File: src/rtl/result_stream_tx.sv
// Drains DEPTH result words from the result RAM and streams them LS byte first on a valid/ready byte port.
// Optional RESULT_TX_CHECKSUM_EN appends an XOR checksum byte that carries tx_last.
module result_stream_tx #(
  parameter int DEPTH  = 8,
  parameter int ADDR_W = 3,
  parameter int DATA_W = 32
) (
  input  logic              clk,
  input  logic              rst,
  input  logic              start,
  output logic              ram_rd,
  output logic [ADDR_W-1:0] ram_addr,
  input  logic [DATA_W-1:0] ram_rdata,
  output logic [7:0]        tx_data,
  output logic              tx_valid,
  input  logic              tx_ready,
  output logic              tx_last,
  output logic              busy,
  output logic              done
);

  localparam int BYTES = DATA_W / 8;
  localparam int BC_W  = (BYTES > 1) ? $clog2(BYTES) : 1;
  localparam logic [BC_W-1:0]   LAST_BYTE = BC_W'(BYTES - 1);
  localparam logic [ADDR_W-1:0] LAST_WORD = ADDR_W'(DEPTH - 1);

  typedef enum logic [2:0] {
    S_IDLE,
    S_REQ,
    S_CAPT,
    S_SEND,
`ifdef RESULT_TX_CHECKSUM_EN
    S_CSUM,
`endif
    S_DONE
  } state_t;

  state_t            r_state, w_next;
  logic [ADDR_W-1:0] r_word_cnt;
  logic [BC_W-1:0]   r_byte_cnt;
  logic [DATA_W-1:0] r_hold;
`ifdef RESULT_TX_CHECKSUM_EN
  logic [7:0]        r_csum;
`endif

  logic w_accept, w_last_byte, w_last_word;

  assign w_accept    = (r_state == S_SEND) && tx_ready;
  assign w_last_byte = (r_byte_cnt == LAST_BYTE);
  assign w_last_word = (r_word_cnt == LAST_WORD);

  // NOTE: state and datapath registers use non-blocking assignments so every flop samples pre-edge values.
  always_ff @(posedge clk) begin
    if (!rst) r_state <= S_IDLE;
    else      r_state <= w_next;
  end

  // NOTE: every output and next-state term gets a default first, so no path leaves one unassigned (no latches).
  always_comb begin
    w_next   = r_state;
    ram_rd   = 1'b0;
    tx_valid = 1'b0;
    tx_data  = 8'h00;
    tx_last  = 1'b0;
    busy     = (r_state != S_IDLE);
    done     = 1'b0;
    case (r_state)
      S_IDLE: if (start) w_next = S_REQ;
      S_REQ: begin
        ram_rd = 1'b1;
        w_next = S_CAPT;
      end
      S_CAPT: w_next = S_SEND;
      S_SEND: begin
        tx_valid = 1'b1;
        tx_data  = r_hold[7:0];
`ifndef RESULT_TX_CHECKSUM_EN
        tx_last  = w_last_byte && w_last_word;
`endif
        if (w_accept && w_last_byte) begin
`ifdef RESULT_TX_CHECKSUM_EN
          w_next = w_last_word ? S_CSUM : S_REQ;
`else
          w_next = w_last_word ? S_DONE : S_REQ;
`endif
        end
      end
`ifdef RESULT_TX_CHECKSUM_EN
      S_CSUM: begin
        tx_valid = 1'b1;
        tx_data  = r_csum;
        tx_last  = 1'b1;
        if (tx_ready) w_next = S_DONE;
      end
`endif
      S_DONE: begin
        done   = 1'b1;
        w_next = S_IDLE;
      end
      default: w_next = S_IDLE;
    endcase
  end

  assign ram_addr = r_word_cnt;

  always_ff @(posedge clk) begin
    if (!rst) begin
      r_word_cnt <= '0;
      r_byte_cnt <= '0;
      r_hold     <= '0;
`ifdef RESULT_TX_CHECKSUM_EN
      r_csum     <= '0;
`endif
    end else begin
      case (r_state)
        S_IDLE: if (start) begin
          r_word_cnt <= '0;
`ifdef RESULT_TX_CHECKSUM_EN
          r_csum     <= '0;
`endif
        end
        S_CAPT: begin
          r_hold     <= ram_rdata;
          r_byte_cnt <= '0;
        end
        S_SEND: if (w_accept) begin
          r_hold     <= r_hold >> 8;
          r_byte_cnt <= r_byte_cnt + BC_W'(1);
`ifdef RESULT_TX_CHECKSUM_EN
          r_csum     <= r_csum ^ r_hold[7:0];
`endif
          // The counter stops at the last word so ram_addr never leaves 0..DEPTH-1.
          if (w_last_byte && !w_last_word) r_word_cnt <= r_word_cnt + ADDR_W'(1);
        end
        S_DONE: r_word_cnt <= '0;
        default: ;
      endcase
    end
  end

endmodule

File: config.mk
export PLATFORM = sky130hd
export DESIGN_NAME = result_stream_tx
export DESIGN_NICKNAME = d
export VERILOG_FILES = /design/src/rtl/result_stream_tx.sv
export SDC_FILE = /design/constraint.sdc
export NUM_CORES = 1
export LEC_CHECK = 0
export ABC_AREA = 1
export CAP_MARGIN = 20
export CORE_UTILIZATION = 51
export DETAILED_ROUTE_END_ITERATION = 12
export HOLD_SLACK_MARGIN = 0.12
export MAX_ROUTING_LAYER = met4
export PLACE_DENSITY_LB_ADDON = 0.12
export SKIP_LAST_GASP = 1
export SLEW_MARGIN = 10
export SYNTH_ARGS = -nofsm -noshare
export SYNTH_HDL_FRONTEND = slang
export SYNTH_SLANG_ARGS = --single-unit
File: constraint.sdc
create_clock -name clk -period 2.05 [get_ports clk]
set_input_delay 0.205 -clock clk [delete_from_list [all_inputs] [get_ports clk]]
set_output_delay 0.205 -clock clk [all_outputs]
set_load 0.1 [all_outputs]
## Word level (Yosys, flattened, before mapping)

Index checks and enable logic that the tools add are counted.

| storage, ports and cells | value |
|---|---|
| register bits after elaboration | 40 |
| input bits | 36 |
| word-level logic and storage cells | 45 |

| operators by class | value |
|---|---|
| $add $sub $neg | 2 |
| equal/unequal tests | 10 |
| muxes and demuxes | 17 |
| reductions and logical operators | 12 |

Operators with widths:

| kind | number |
|---|---|
| one-hot mux 32 bit (2 select lines) | 1 |
| 2-to-1 mux 32 bit | 1 |
| 2-to-1 mux 3 bit | 6 |
| one-hot mux 3 bit (4 select lines) | 1 |
| one-hot mux 3 bit (3 select lines) | 1 |
| 2-to-1 mux 8 bit | 1 |
| equality test 3 x 2 -> 1 bit (second input constant) | 2 |
| equality test 3 bit (second input constant) | 2 |
| nonzero test 3 bit | 2 |
| logical AND 1 bit | 4 |
| 2-to-1 mux 1 bit | 4 |
| inequality test 2 x 1 -> 1 bit (second input constant) | 2 |
| inequality test 2 bit (second input constant) | 2 |
| one-hot mux 2 bit (2 select lines) | 1 |
| AND reduction 2 bit | 2 |
| AND reduction 4 bit | 1 |
| adder 3 x 1 -> 3 bit (second input constant) | 1 |
| equality test 3 x 1 -> 1 bit (second input constant) | 1 |
| logical NOT 3 bit | 1 |
| adder 2 x 1 -> 2 bit (second input constant) | 1 |
| equality test 2 bit (second input constant) | 1 |
| 2-to-1 mux 2 bit | 1 |
| nonzero test 2 bit | 1 |
| logical NOT 1 bit | 1 |

## Depth between registers and ports, before layout

| logic depth | value |
|---|---|
| depth after elaboration | 6 |
| mapped depth | 9 |

## Least setup slack after synthesis

OpenSTA, ideal clock, no wires.

| timing path | value |
|---|---|
| path type | reg-to-output |
| start | register r_word_cnt[1], in the netlist ram_addr[1] |
| end | output tx_last |
| data arrival time | 3535 ps |
| data required time | 1845 ps |
| slack | -1690 ps |
| stages on the path, launching flop included | 5 |
| path through | dfxtp_1 > ha_1 > ha_1 > inv_1 > nor3_1 |

| on the way | value |
|---|---|
| longest elaborated chain between the ends | 3 |

RTL lines:

| what | RTL line | text |
|---|---|---|
| start, declared | 39 | `logic [ADDR_W-1:0] r_word_cnt;` |
| start signal, assigned | 133 | `if (w_last_byte && !w_last_word) r_word_cnt <= r_word_cnt + ADDR_W'(1);` |
| equality test 3 bit | 50 | `assign w_last_word = (r_word_cnt == LAST_WORD);` |
| logical AND 1 bit | 78 | `tx_last = w_last_byte && w_last_word;` |
| 2-to-1 mux 1 bit | 67 | `case (r_state)` |
| end, declared | 17 | `output logic tx_last,` |

No other way between the ends.

## Worst setup path in the final report

| timing path | value |
|---|---|
| start | register r_state[0] |
| end | output tx_data[1] |

| on the way | value |
|---|---|
| longest elaborated chain between the ends | 2 |

RTL lines:

| what | RTL line | text |
|---|---|---|
| start, declared | 38 | `state_t r_state, w_next;` |
| start signal, assigned | 55 | `else r_state <= w_next;` |
| equality test 3 x 2 -> 1 bit | 67 |  |
| 2-to-1 mux 8 bit | 67 |  |
| end, declared | 14 | `output logic [7:0] tx_data,` |

No other way between the ends.

==> metrics.txt <==
first-pass GRT wire length 7.38 mm; r2r endpoint r_hold[11]; Hold WC Path Type reg2reg; max cap viols 0; Syn Std Cell Area 1930 um2; TritonCTS clock tree done; Top Ports 52; total core area 3470 um2; routed length per instance 11.4 um; DR vias/cell approximately 5; worst flop-to-flop path startpoint r_state[0]; Routed WL 4.32 mm; GRT overflow 0; clock transition at the registers of the reported paths around 0.070 ns; min-delay src r_hold[19]; Distinct cells, synth 20; Max Fanout on Critical Path 18; antenna cells 0; pin count of the biggest net entering global routing 51; Register-to-Register Path Depth 7; final slew viol count 0; Final Cycle Share between 80 and 90%; Initial Util 55.6%; Clock Path Buffers 2; syn_area_per_cell 6.77 um2; IO Port Bufs between 50 and 60; # clock sinks 40; f_max 551 MHz; CP Class reg2out; cells after synthesis 285; final std cells w/o fill 380; Site Rows 21; Hold Buf Count CTS 0; post-synthesis sequential area ratio between 40% and 50%; Area growth syn-to-layout 38.0%; placed cell area roughly 2600 um2; Worst-Margin Slew roughly 0.43 ns; Worst-Skew Late Latency 0.29 ns; placer congestion estimate 0.854; share of cells above drive strength 1 between 10% and 20%; PD cells a little under 1000 nW/um2; H-Tree Level Count 2; post-route ant nets 0; RSZ-0062 raised after global routing no; Synth Register Bits 40; crit end category output port; DRT iter0 DRCs 75; WP data arrival 1.61 ns; via count 1896; Setup TNS 0 ns; Clock Skew 0.00420 ns; fin nets 372; placed cell count 372; vias in the first global route 1764; end of the worst hold path r_hold[19]; Global Route Usage Sum 24.2%; drt first pass iters 4; max_slew headroom 71.5%; Post-CTS Setup Repair Bufs 0; fin area approximately 2700 um2; DRC violations left 0; WP data required 1.85 ns; DP HPWL 3.16 mm; initial antenna violation count 0; Synthesized Nets 324; die extent in y between 60 and 70 um; startpoint types register; LEAKAGE around 1.1 nW; post-cts sizing count 0; WHS around 0.45 ns; outcome completed; Yosys warning total 0; number of buffers created by CTS 5; fillcell total 279; total power 0.00259 W; Worst Hold Depth 2; clock root cell clkbuf_8; worst reg-to-reg setup slack 0.56 ns; die area 4030 um2; Final Hold Fails 0; VDD IR max 599 uV; Final Setup Violations 0; Die Wd 63.5 um; Tmin final 1.82 ns
sequential cells by signal, summed over array words and instances, names as in the netlist:
name and cells:
r_byte_cnt 2, r_state 3, ram_addr 3, r_hold 32
stage by stage:
step	utilization [%]	setup slack, ns
6_report	76.7	0.234
5_1_grt	76.7	0.175
4_1_cts	76.7	0.228
3_5_place_dp	74.1	0.454
3_3_place_gp	74.1	0.539
2_1_floorplan	-	-0.246
cells in the mapped netlist:
cell type  instances  area share [%]
nand2_1           86              17
nor2_4             2             1.2
inv_1             26             5.1
inv_2              5            0.97
nor2_1            33             6.4
ha_1               3             1.9
nand3_1            5             1.3
o21ai_0            9             2.3
nand4_1            1            0.32
buf_6              2             1.2
a31oi_1            2            0.65
nor3_1             1            0.26
o21ai_1           25             6.5
nor3_2             1            0.52
dfxtp_1           40              42
clkbuf_1           8             1.6
a21oi_2           10             4.5
nand3_2            1            0.52
buf_2              6             1.6
a21oi_1           19             4.9
worst max-delay path by stage:
stage | start | end | slack (ns)
4_1_cts | r_state[0] | tx_data[1] | 0.23
3_5_place_dp | tx_ready | r_hold[11] | 0.45
6_report | r_state[0] | tx_data[1] | 0.23
2_1_floorplan | r_state[0] | tx_data[0] | -0.25
3_3_place_gp | tx_ready | r_hold[15] | 0.54
5_1_grt | r_state[0] | tx_data[1] | 0.18
power by group:
group | internal [W] | switching [W] | total [W]
Clock | 0.000274 | 0.000252 | 0.000526
Combinational | 0.000346 | 0.000679 | 0.00103
Sequential | 0.000961 | 0.0000793 | 0.00104
Total | 0.00158 | 0.00101 | 0.00259
final cells by class:
| type | instances | area [um2] | share of cell area [%] |
|---|---|---|---|
| clock buffers | 8 | 90.1 | 3.39 |
| inverters | 31 | 116 | 4.37 |
| multi-input cells | 198 | 940 | 35.3 |
| flip-flops and latches | 40 | 805 | 30.2 |
| well taps | 46 | 57.6 | 2.16 |
| repair buffers | 57 | 653 | 24.5 |
cells by family after synthesis:
logic type               after synthesis  share of synthesized area [%]
AND/OR/NAND/NOR                      130                           27.3
adder cells (fa/ha/maj)                3                           1.95
AO/OA/AOI/OAI                         65                           18.9
flip-flops                            40                           41.5
buffers and inverters                 47                           10.3
per-layer routing:
metal  up-vias  global-route usage [%]  wire length (um)
li1        991                       -                 -
met1       850                    26.5              1900
met2        48                    41.9              2150
met3         7                    6.16               209
met4         0                    8.81                60
met5         -                       -                 0
worst max-delay path, cell delays in order, from the launching register on:
cell,delay [ns]
dfxtp_1,0.44
nand3_2,0.20
buf_4,0.25
nor2_1,0.21
buf_12,0.21
layout by cell type, fill, tap and decap left out:
master / count
o21ai_1: 25
nand2_1: 86
a21oi_1: 19
clkbuf_8: 6
nand3_1: 5
nor2_4: 2
clkbuf_1: 2
buf_12: 11
a21oi_2: 10
o21ai_0: 9
nor3_2: 1
buf_4: 11
a31oi_1: 2
ha_1: 3
nor3_4: 1
inv_1: 26
dfxtp_2: 3
inv_2: 5
clkdlybuf4s50_1: 35
nor2_1: 33
nand4_1: 1
nand3_2: 1
dfxtp_1: 37
No activity file was read; power rests on OpenSTA's default activity.
